## src/rtl/ex_hazard_sequencer_if.sv

```systemverilog
// ex_hazard_sequencer_if
//   Bundles the hazard inputs and the pipeline-register controls of the execute
//   stage sequencer.
//   Modports:
//     master - the sequencer: takes ID/EX/MEM hazard info, drives the register
//              enables, flushes, PC select and multi-cycle status.
//     slave  - the pipeline side: the opposite directions.
//   With HAZ_STATS_EN defined the bundle also carries the 32-bit stall, flush
//   and busy counters driven by the sequencer.
interface ex_hazard_sequencer_if;
    // ID / EX / MEM hazard information
    logic [4:0] id_rs1;
    logic [4:0] id_rs2;
    logic       id_use_rs1;
    logic       id_use_rs2;
    logic [4:0] ex_rd;
    logic       ex_memread;
    logic       ex_branch_taken;
    logic       ex_multi_start;
    logic       mem_wait;
    // Pipeline register controls
    logic       pc_write;
    logic       ifid_write;
    logic       idex_write;
    logic       exmem_write;
    logic       ifid_flush;
    logic       idex_flush;
    logic       exmem_bubble;
    logic       pc_sel_branch;
    logic       ex_busy;
    logic       multi_done;
`ifdef HAZ_STATS_EN
    logic [31:0] stall_cnt;
    logic [31:0] flush_cnt;
    logic [31:0] busy_cnt;
`endif

    modport master (
        input  id_rs1, id_rs2, id_use_rs1, id_use_rs2, ex_rd, ex_memread,
               ex_branch_taken, ex_multi_start, mem_wait,
        output pc_write, ifid_write, idex_write, exmem_write, ifid_flush,
               idex_flush, exmem_bubble, pc_sel_branch, ex_busy, multi_done
`ifdef HAZ_STATS_EN
        , output stall_cnt, flush_cnt, busy_cnt
`endif
    );

    modport slave (
        output id_rs1, id_rs2, id_use_rs1, id_use_rs2, ex_rd, ex_memread,
               ex_branch_taken, ex_multi_start, mem_wait,
        input  pc_write, ifid_write, idex_write, exmem_write, ifid_flush,
               idex_flush, exmem_bubble, pc_sel_branch, ex_busy, multi_done
`ifdef HAZ_STATS_EN
        , input stall_cnt, flush_cnt, busy_cnt
`endif
    );
endinterface

```

## src/rtl/ex_hazard_sequencer.sv

```systemverilog
// ex_hazard_sequencer
//   Execute-stage pipeline control. Each cycle decides whether PC, IF/ID, ID/EX
//   and EX/MEM advance, hold or take a bubble: memory wait freeze, taken-branch
//   redirect, multi-cycle EX sequencing (MULTI_LAT cycles) and load-use stall.
//   Ports:
//     clk      - core clock, rising edge
//     reset_n  - asynchronous active-low reset
//     hz       - ex_hazard_sequencer_if.master (hazard inputs, register controls)
//   Optional feature macro: HAZ_STATS_EN adds saturating stall/flush/busy
//   counters on the interface.
module ex_hazard_sequencer #(
    parameter int unsigned MULTI_LAT = 4,  // 2..16
    parameter int unsigned CW        = 4   // must hold MULTI_LAT-1
) (
    input logic                   clk,
    input logic                   reset_n,
    ex_hazard_sequencer_if.master hz
);

    localparam logic [0:0] StRun  = 1'b0;
    localparam logic [0:0] StBusy = 1'b1;

    logic [0:0]    state_q, state_d;
    logic [CW-1:0] cnt_q, cnt_d;

    logic load_use;
    logic pc_write, ifid_write, idex_write, exmem_write;
    logic ifid_flush, idex_flush, exmem_bubble, pc_sel_branch;
    logic ex_busy, multi_done;
    logic stall_evt, flush_evt;

    assign load_use = hz.ex_memread && (hz.ex_rd != 5'd0) &&
                      ((hz.id_use_rs1 && (hz.id_rs1 == hz.ex_rd)) ||
                       (hz.id_use_rs2 && (hz.id_rs2 == hz.ex_rd)));

    always_comb begin
        state_d       = state_q;
        cnt_d         = cnt_q;
        pc_write      = 1'b0;
        ifid_write    = 1'b0;
        idex_write    = 1'b0;
        exmem_write   = 1'b0;
        ifid_flush    = 1'b0;
        idex_flush    = 1'b0;
        exmem_bubble  = 1'b0;
        pc_sel_branch = 1'b0;
        ex_busy       = 1'b0;
        multi_done    = 1'b0;
        stall_evt     = 1'b0;
        flush_evt     = 1'b0;
        // Outputs are forced quiet while reset is held, not just registered state.
        if (reset_n) begin
            unique case (state_q)
                StRun: begin
                    if (!hz.mem_wait) begin
                        pc_write    = 1'b1;
                        ifid_write  = 1'b1;
                        idex_write  = 1'b1;
                        exmem_write = 1'b1;
                        if (hz.ex_branch_taken) begin
                            pc_sel_branch = 1'b1;
                            ifid_flush    = 1'b1;
                            idex_flush    = 1'b1;
                            flush_evt     = 1'b1;
                        end else if (hz.ex_multi_start) begin
                            pc_write     = 1'b0;
                            ifid_write   = 1'b0;
                            idex_write   = 1'b0;
                            exmem_bubble = 1'b1;
                            ex_busy      = 1'b1;
                            state_d      = StBusy;
                            // Start cycle counts as the first of MULTI_LAT cycles.
                            cnt_d        = CW'(MULTI_LAT - 2);
                        end else if (load_use) begin
                            pc_write   = 1'b0;
                            ifid_write = 1'b0;
                            idex_flush = 1'b1;
                            stall_evt  = 1'b1;
                        end
                    end
                end
                StBusy: begin
                    ex_busy = 1'b1;
                    // A memory wait freezes everything and pauses the count.
                    if (!hz.mem_wait) begin
                        exmem_write = 1'b1;
                        if (cnt_q == '0) begin
                            multi_done = 1'b1;
                            idex_flush = 1'b1;  // keep the op from re-issuing
                            state_d    = StRun;
                        end else begin
                            exmem_bubble = 1'b1;
                            cnt_d        = cnt_q - CW'(1);
                        end
                    end
                end
                default: state_d = StRun;
            endcase
        end
    end

    always_ff @(posedge clk or negedge reset_n) begin
        if (!reset_n) begin
            state_q <= StRun;
            cnt_q   <= '0;
        end else begin
            state_q <= state_d;
            cnt_q   <= cnt_d;
        end
    end

    assign hz.pc_write      = pc_write;
    assign hz.ifid_write    = ifid_write;
    assign hz.idex_write    = idex_write;
    assign hz.exmem_write   = exmem_write;
    assign hz.ifid_flush    = ifid_flush;
    assign hz.idex_flush    = idex_flush;
    assign hz.exmem_bubble  = exmem_bubble;
    assign hz.pc_sel_branch = pc_sel_branch;
    assign hz.ex_busy       = ex_busy;
    assign hz.multi_done    = multi_done;

`ifdef HAZ_STATS_EN
    logic [31:0] stall_cnt_q, flush_cnt_q, busy_cnt_q;

    always_ff @(posedge clk or negedge reset_n) begin
        if (!reset_n) begin
            stall_cnt_q <= '0;
            flush_cnt_q <= '0;
            busy_cnt_q  <= '0;
        end else if (!hz.mem_wait) begin
            if (stall_evt && (stall_cnt_q != '1)) stall_cnt_q <= stall_cnt_q + 32'd1;
            if (flush_evt && (flush_cnt_q != '1)) flush_cnt_q <= flush_cnt_q + 32'd1;
            if (ex_busy && (busy_cnt_q != '1))    busy_cnt_q  <= busy_cnt_q + 32'd1;
        end
    end

    assign hz.stall_cnt = stall_cnt_q;
    assign hz.flush_cnt = flush_cnt_q;
    assign hz.busy_cnt  = busy_cnt_q;
`else
    // Event flags only feed the optional counters.
    logic unused_evt;
    assign unused_evt = stall_evt ^ flush_evt;
`endif

    // Branch and multi-cycle start in the same EX slot is illegal; branch wins.
    a_branch_multi_excl: assert property (@(posedge clk) disable iff (!reset_n)
        !((state_q == StRun) && !hz.mem_wait && hz.ex_branch_taken && hz.ex_multi_start));

endmodule

```

## src/flat_wrapper.sv

```systemverilog
// flat-port wrapper written by rule: the top's interface ports become plain ports
module ex_hazard_sequencer_flat 
#(
    parameter int unsigned MULTI_LAT = 4,          
    parameter int unsigned CW        = 4                           
)
  (clk, reset_n, hz_id_rs1, hz_id_rs2, hz_id_use_rs1, hz_id_use_rs2, hz_ex_rd, hz_ex_memread, hz_ex_branch_taken, hz_ex_multi_start, hz_mem_wait, hz_pc_write, hz_ifid_write, hz_idex_write, hz_exmem_write, hz_ifid_flush, hz_idex_flush, hz_exmem_bubble, hz_pc_sel_branch, hz_ex_busy, hz_multi_done);
  ex_hazard_sequencer_if hz_i ();
  input logic clk;
  input logic reset_n;
  input wire logic [$bits(hz_i.id_rs1)-1:0] hz_id_rs1;
  input wire logic [$bits(hz_i.id_rs2)-1:0] hz_id_rs2;
  input wire logic [$bits(hz_i.id_use_rs1)-1:0] hz_id_use_rs1;
  input wire logic [$bits(hz_i.id_use_rs2)-1:0] hz_id_use_rs2;
  input wire logic [$bits(hz_i.ex_rd)-1:0] hz_ex_rd;
  input wire logic [$bits(hz_i.ex_memread)-1:0] hz_ex_memread;
  input wire logic [$bits(hz_i.ex_branch_taken)-1:0] hz_ex_branch_taken;
  input wire logic [$bits(hz_i.ex_multi_start)-1:0] hz_ex_multi_start;
  input wire logic [$bits(hz_i.mem_wait)-1:0] hz_mem_wait;
  output wire logic [$bits(hz_i.pc_write)-1:0] hz_pc_write;
  output wire logic [$bits(hz_i.ifid_write)-1:0] hz_ifid_write;
  output wire logic [$bits(hz_i.idex_write)-1:0] hz_idex_write;
  output wire logic [$bits(hz_i.exmem_write)-1:0] hz_exmem_write;
  output wire logic [$bits(hz_i.ifid_flush)-1:0] hz_ifid_flush;
  output wire logic [$bits(hz_i.idex_flush)-1:0] hz_idex_flush;
  output wire logic [$bits(hz_i.exmem_bubble)-1:0] hz_exmem_bubble;
  output wire logic [$bits(hz_i.pc_sel_branch)-1:0] hz_pc_sel_branch;
  output wire logic [$bits(hz_i.ex_busy)-1:0] hz_ex_busy;
  output wire logic [$bits(hz_i.multi_done)-1:0] hz_multi_done;
  assign hz_i.id_rs1 = hz_id_rs1;
  assign hz_i.id_rs2 = hz_id_rs2;
  assign hz_i.id_use_rs1 = hz_id_use_rs1;
  assign hz_i.id_use_rs2 = hz_id_use_rs2;
  assign hz_i.ex_rd = hz_ex_rd;
  assign hz_i.ex_memread = hz_ex_memread;
  assign hz_i.ex_branch_taken = hz_ex_branch_taken;
  assign hz_i.ex_multi_start = hz_ex_multi_start;
  assign hz_i.mem_wait = hz_mem_wait;
  assign hz_pc_write = hz_i.pc_write;
  assign hz_ifid_write = hz_i.ifid_write;
  assign hz_idex_write = hz_i.idex_write;
  assign hz_exmem_write = hz_i.exmem_write;
  assign hz_ifid_flush = hz_i.ifid_flush;
  assign hz_idex_flush = hz_i.idex_flush;
  assign hz_exmem_bubble = hz_i.exmem_bubble;
  assign hz_pc_sel_branch = hz_i.pc_sel_branch;
  assign hz_ex_busy = hz_i.ex_busy;
  assign hz_multi_done = hz_i.multi_done;
  ex_hazard_sequencer #(.MULTI_LAT(MULTI_LAT), .CW(CW)) u_core (.clk(clk), .reset_n(reset_n), .hz(hz_i));
endmodule
```

## config.mk

```make
export PLATFORM = sky130hd
export DESIGN_NAME = ex_hazard_sequencer_flat
export DESIGN_NICKNAME = d
export VERILOG_FILES = /design/src/rtl/ex_hazard_sequencer_if.sv /design/src/rtl/ex_hazard_sequencer.sv /design/src/flat_wrapper.sv
export SDC_FILE = /design/constraint.sdc
export NUM_CORES = 1
export LEC_CHECK = 0
export CELL_PAD_IN_SITES_DETAIL_PLACEMENT = 1
export CELL_PAD_IN_SITES_GLOBAL_PLACEMENT = 2
export CORE_ASPECT_RATIO = 0.8
export CORE_MARGIN = 5
export CORE_UTILIZATION = 19
export DETAILED_ROUTE_END_ITERATION = 12
export PLACE_DENSITY = 0.78
export SETUP_SLACK_MARGIN = 0.2
export SYNTH_ARGS = -nofsm -noshare
export SYNTH_HDL_FRONTEND = slang
export SYNTH_SLANG_ARGS = --single-unit
```

## constraint.sdc

```tcl
create_clock -name clk -period 2.3 [get_ports clk]
set_clock_uncertainty 0.2 [all_clocks]
set_input_delay 0.46 -clock clk [delete_from_list [all_inputs] [get_ports clk]]
set_output_delay 0.46 -clock clk [all_outputs]
set_load 0.01 [all_outputs]
```

Word level (Yosys, flattened, before mapping)
Cells that the tools add are included.
- logic and storage cells: 63
- input bits: 23
- bits in registers: 5
- bitwise gates (word level): 1
- add/sub/neg operators: 1
- equality and inequality tests: 7
- reductions and logical operators: 8
- mux-type cells: 44
- operator list (cell ; count):
    1-bit 2-to-1 mux ; 34
    4-bit 2-to-1 mux ; 5
    5-bit == test ; 2
    2-bit != test (second input constant) ; 5
    1-bit case mux with 2 select lines ; 4
    4-bit case mux with 2 select lines ; 1
    6-bit AND reduction ; 1
    5-bit nonzero test ; 1
    1-bit logical AND ; 4
    4-bit zero test ; 1
    4-bit by 1-bit subtractor with 4-bit output (second input constant) ; 1
    1-bit logical OR ; 1
    1-bit inverter ; 1

Logic depth before layout (Yosys ltp)
Gate-level depths: netlist of the first run.
- depth after elaboration: 10
- depth in mapped cells: 6
- gate-level depth less buffers: 6

Worst setup path before layout of the first run
No wires, ideal clock.
- path type: reg-to-output
- from: register u_core.cnt_q[0]
- to: output port hz_idex_flush
- arrival: 1.616 ns
- stages on the path, launching flop included: 7
- path slack: 0.024 ns
- buffers on the path: 0
- cells stage by stage: dfrtp_1 > inv_1 > ha_1 > nor3b_2 > nand2b_1 > or4b_1 > o21ai_0
- word-level cells in the longest chain between the ends: 5
- ends and longest elaborated chain (what ; RTL line ; RTL):
    start, declared ; ex_hazard_sequencer.sv:24 ; logic [CW-1:0] cnt_q, cnt_d;
    start signal, assigned ; ex_hazard_sequencer.sv:108 ; cnt_q <= cnt_d;
    4-bit zero test ; ex_hazard_sequencer.sv:87 ; if (cnt_q == '0) begin
    1-bit 2-to-1 mux ; ex_hazard_sequencer.sv:87 ;
    1-bit 2-to-1 mux ; ex_hazard_sequencer.sv:85 ; if (!hz.mem_wait) begin
    1-bit case mux with 2 select lines ; ex_hazard_sequencer.sv:53 ; unique case (state_q)
    1-bit 2-to-1 mux ; ex_hazard_sequencer.sv:52 ; if (reset_n) begin
    end, declared ; flat_wrapper.sv:25 ; output wire logic [$bits(hz_i.idex_flush)-1:0] hz_idex_flush;
No other way between the ends.

Worst setup path after layout of the first run
Ends and elaborated chain as after synthesis.

==> qor.json, run 1 <==
{
  "dpl.hpwl": {"value": 1780, "unit": "microns"},
  "area_growth_syn_to_layout": {"value": 119, "unit": "%"},
  "critical_path.slowest_cell": {"value": "sky130_fd_sc_hd__or4b_4"},
  "timing.critical_path.max_delay_family": {"value": "simple AND/OR/NAND/NOR gates"},
  "holdBufCountCts": {"value": 0},
  "wirelength": {"value": 2320, "unit": "microns"},
  "synth_area": {"value": 553, "unit": "sq um"},
  "cell_types_occupying_the_most_area_after_synthesis": {"value": "sky130_fd_sc_hd__dfrtp_1, sky130_fd_sc_hd__xor2_1, sky130_fd_sc_hd__ha_1"},
  "die_area": {"value": 4100, "unit": "sq um"},
  "h-tree-depth": {"value": 1},
  "main_combinational_cell_family_by_area_after_synthesis": {"value": "simple AND/OR/NAND/NOR gates"},
  "final.period_utilization": {"value": 110, "unit": "%"},
  "part_of_the_yosys_area_used_for_sequential_elements": {"value": 22.6, "unit": "%"},
  "area_fraction_in_compound_gates_after_synthesis": {"value": 15.2, "unit": "%"},
  "met3_track_usage_gr": {"value": 2.77, "unit": "%"},
  "global_route.overflow_total": {"value": 0},
  "switching_share": {"value": 35.9, "unit": "%"},
  "crit_buf_inv": {"value": 2},
  "crit_arrival": {"value": 1.88, "unit": "ns"},
  "grt_use_met1": {"value": 14.9, "unit": "%"},
  "reg2reg_setup_slack": {"value": 0.03, "unit": "ns"},
  "timing.final.setup_violations": {"value": 4},
  "worstHoldPathType": {"value": "in -> async"},
  "synth.net_count": {"value": 87},
  "finalInstanceArea": {"value": 1210, "unit": "sq um"},
  "final-max-slew-violation-count": {"value": 0},
  "fin_setup_tns": {"value": -0.390, "unit": "ns"},
  "gp_routability_congestion": {"value": 0.793},
  "ys.flop_type": {"value": "sky130_fd_sc_hd__dfrtp_1"},
  "critical_path.endpoint_type": {"value": "primary output"},
  "synth_fa_ha_area_share": {"value": 4.52, "unit": "%"},
  "yosys.area.top_type_share": {"value": 22.6, "unit": "%"},
  "synthMostInstantiatedCell": {"value": "sky130_fd_sc_hd__xor2_1"},
  "timing_worst_slew_pin_value": {"value": 0.277, "unit": "ns"},
  "area_of_the_multi_input_gates": {"value": 489, "unit": "sq um"},
  "syn_warnings": {"value": 0},
  "rsz0062_at_grt": {"value": "true"},
  "antenna_cells_inserted": {"value": 0},
  "final_core_util": {"value": 43.4, "unit": "%"},
  "grt_antenna_before_repair": {"value": 0},
  "max-vdd-ir-drop": {"value": 0.329, "unit": "mV"},
  "rows": {"value": 17},
  "placement.io_buffers": {"value": 32},
  "die_height": {"value": 58.3, "unit": "microns"},
  "final.fill_count": {"value": 331},
  "pre_cts_slack": {"value": -0.848, "unit": "ns"},
  "route.detailed.vias_per_inst": {"value": 4.27},
  "fraction_of_synthesized_cell_area_in_xor_and_xnor_cells": {"value": 15.8, "unit": "%"},
  "numCtsBuffers": {"value": 3},
  "grtUsageMet2": {"value": 18.7, "unit": "%"},
  "path_cells": {"value": "inv_2 > ha_4 > nor3b_4 > nand2b_4 > or4b_4 > o21ai_2 > buf_2"},
  "final_layout_size_suffix_gt1_share": {"value": 63.1, "unit": "%"},
  "layout.nets": {"value": 148},
  "fmax": {"value": 394, "unit": "MHz"},
  "path_clk_slew": {"value": 0.04, "unit": "ns"},
  "detail_route.drc_violations": {"value": 0},
  "drt_first_pass_iters": {"value": 2},
  "dr_total_vias": {"value": 683},
  "p_int": {"value": 0.000605, "unit": "W"},
  "dr.first_iter.drc_count": {"value": 10},
  "grt_start_max_net_pins": {"value": 10},
  "synthDominantAreaCellType": {"value": "sky130_fd_sc_hd__dfrtp_1"},
  "crit_path_max_fanout": {"value": 2},
  "seq_power_share": {"value": 17.7, "unit": "%"},
  "grt_most_used_layer": {"value": "met2"},
  "worst_setup_path_start_kind": {"value": "flip-flop"},
  "synth.ff_latch_count": {"value": 5},
  "outcome": {"value": "finished with violations"},
  "relSlewSlack": {"value": 81.4, "unit": "%"},
  "period_needed": {"value": 2.54, "unit": "ns"},
  "cap_viol_max_count": {"value": 0},
  "synth_common_cells": {"value": "sky130_fd_sc_hd__xor2_1, sky130_fd_sc_hd__nand2_1, sky130_fd_sc_hd__dfrtp_1"},
  "worst_skew_pair.late_latency": {"value": 0.22, "unit": "ns"},
  "fp.dieW": {"value": 70.3, "unit": "microns"},
  "power_frac_clock": {"value": 17.7, "unit": "%"},
  "setup.worst_path.class": {"value": "reg -> out"},
  "violations": {"value": "negative setup slack"},
  "synth.mux.area_fraction": {"value": 6.56, "unit": "%"},
  "total_leakage_power": {"value": 0.579, "unit": "nW"},
  "cts.sink_count": {"value": 5},
  "clk_root_buffer_cell": {"value": "sky130_fd_sc_hd__clkbuf_8"},
  "initial_utilization": {"value": 19.8, "unit": "%"},
  "ant_nets": {"value": 0},
  "core_area": {"value": 2790, "unit": "sq um"},
  "track_usage": {"value": 11.4, "unit": "%"},
  "p_sw": {"value": 0.000339, "unit": "W"},
  "yosys.cell_types.count": {"value": 35},
  "area.sequential": {"value": 125, "unit": "sq um"},
  "clock_path_buffers": {"value": 2},
  "placement.cell_area": {"value": 1060, "unit": "sq um"},
  "io_pins": {"value": 33},
  "layout_setup_ws": {"value": -0.236, "unit": "ns"},
  "grt_pass1_wl": {"value": 3680, "unit": "microns"},
  "ys_async_sr_fraction": {"value": 100, "unit": "%"},
  "synthesis.area_per_instance": {"value": 8.92, "unit": "sq um"},
  "detail_route.wl_per_cell": {"value": 14.5, "unit": "microns"},
  "cp_data_required_time": {"value": 1.64, "unit": "ns"},
  "post_synth_inst_count": {"value": 62},
  "share_comb_of_total_power": {"value": 64.6, "unit": "%"},
  "first_global_vias": {"value": 755},
  "cts_tree": {"value": "done"},
  "power_density": {"value": 780, "unit": "nW/um^2"},
  "synth_edf_count": {"value": 0},
  "report.final.hold_viol_count": {"value": 0},
  "worst_path_largest_cell_delay": {"value": 0.46, "unit": "ns"},
  "synth_simple_gate_area_share": {"value": 27.8, "unit": "%"}
}
path summary, 6_finish.rpt:
kind / from / end / depth (start not counted)
max reg2reg: u_core.cnt_q[1] / u_core.cnt_q[2] / 10
min reg2reg: u_core.cnt_q[3] / u_core.cnt_q[3] / 2
min: reset_n / u_core.cnt_q[2] / 2
min in group clk: u_core.cnt_q[3] / u_core.cnt_q[3] / 2
max: u_core.cnt_q[0] / hz_idex_flush / 7
max in group asynchronous: reset_n / u_core.cnt_q[1] / 2
layout by cell type, fill, tap and decap left out, types with 2 or more instances in the layout:
master	synthesis	layout
sky130_fd_sc_hd__buf_4	2	22
sky130_fd_sc_hd__buf_6	1	14
sky130_fd_sc_hd__buf_2	0	9
sky130_fd_sc_hd__xor2_1	8	8
sky130_fd_sc_hd__nand2_1	6	6
sky130_fd_sc_hd__dfrtp_1	5	5
sky130_fd_sc_hd__clkbuf_2	0	4
sky130_fd_sc_hd__inv_2	0	3
sky130_fd_sc_hd__nand2b_4	1	3
sky130_fd_sc_hd__clkbuf_8	0	3
sky130_fd_sc_hd__dlygate4sd2_1	0	3
sky130_fd_sc_hd__clkdlybuf4s50_1	0	3
sky130_fd_sc_hd__clkdlybuf4s15_2	0	3
sky130_fd_sc_hd__nor3b_4	0	2
sky130_fd_sc_hd__mux2_4	1	2
sky130_fd_sc_hd__nor4_1	2	2
sky130_fd_sc_hd__xnor2_1	2	2
sky130_fd_sc_hd__o21ai_2	0	2
area by class of cell:
| class | count | area share, % |
|---|---|---|
| clock buffers | 4 | 3.72 |
| multi-input cells | 50 | 40.4 |
| well taps | 38 | 3.93 |
| inverters | 4 | 1.24 |
| flip-flops and latches | 5 | 10.3 |
| repair buffers | 59 | 40.3 |
kinds of logic (layout without fill, tap and decap cells):
group | count (synthesis) | count (layout)
DFF | 5 | 5
muxes | 3 | 3
buffers and inverters | 7 | 67
adders and majority gates | 2 | 2
AOI/OAI and AO/OA | 11 | 11
xor gates and xnor gates | 10 | 10
and+or+nand+nor | 24 | 24
worst reg2reg max path, delay by kind of cell (launching register included):
kind / cells / cell delay, ns
AO/OA/AOI/OAI: 2 / 0.51
AND/OR/NAND/NOR: 1 / 0.14
adder cells (fa/ha/maj): 1 / 0.15
multiplexers: 1 / 0.28
buffers and inverters: 5 / 0.53
flip-flops: 1 / 0.36
power groups by stage:
stage	Combinational (W)	Sequential, W	Clock (W)
after floorplan	0.000235	0.000150	0
after global placement	0.000445	0.000151	0
after detailed placement	0.000457	0.000154	0
after CTS	0.000537	0.000166	0.000171
after global routing	0.000663	0.000172	0.000179
final	0.000609	0.000167	0.000167
layer usage:
metal  part of all wire, %  up-vias  wire, microns
met3                   2.2        2             50
li1                      -      339              -
met1                    47      329           1080
met2                    51       13           1170
met5                     0        -              0
met4                  0.52        0             12
sequential cells by signal (all words and copies together), names as in the netlist:
| register | flops |
|---|---|
| u_core.cnt_q | 4 |
| u_core.state_q | 1 |
stage by stage:
stage,hold slack (ns),instances,power [W]
after floorplan,-0.0356,62,0.000386
after global placement,0.352,150,0.000596
after detailed placement,0.373,150,0.000611
after CTS,0.0749,157,0.000875
after global routing,0.0840,160,0.00101
final,0.0788,160,0.000943
timing repair:
item,4_1_cts,5_1_grt
resized for setup,116,17
setup buffers,3,3
pin swaps,14,7
endpoints found under the setup margin,13,12
(Power assumes the default switching activity.)
==> inputs of run 2 (changes only) <==
--- a/config.mk
+++ b/config.mk
@@ -10,6 +10,7 @@
 export CORE_ASPECT_RATIO = 0.8
 export CORE_MARGIN = 5
 export CORE_UTILIZATION = 19
+export CTS_CLUSTER_SIZE = 28
 export DETAILED_ROUTE_END_ITERATION = 12
 export PLACE_DENSITY = 0.78
 export SETUP_SLACK_MARGIN = 0.2
==> results of run 2 <==
Same layout as run 1: the final DEF is identical, and so are final timing and power.
==> inputs of run 3 (changes only) <==
--- a/config.mk
+++ b/config.mk
@@ -10,10 +10,12 @@
 export CORE_ASPECT_RATIO = 0.8
 export CORE_MARGIN = 5
 export CORE_UTILIZATION = 19
+export CTS_CLUSTER_DIAMETER = 150
 export CTS_CLUSTER_SIZE = 28
 export DETAILED_ROUTE_END_ITERATION = 12
 export PLACE_DENSITY = 0.78
 export SETUP_SLACK_MARGIN = 0.2
+export SLEW_MARGIN = 20
 export SYNTH_ARGS = -nofsm -noshare
 export SYNTH_HDL_FRONTEND = slang
 export SYNTH_SLANG_ARGS = --single-unit
==> results of run 3 <==
Same layout as run 1: the final DEF is identical, and so are final timing and power.
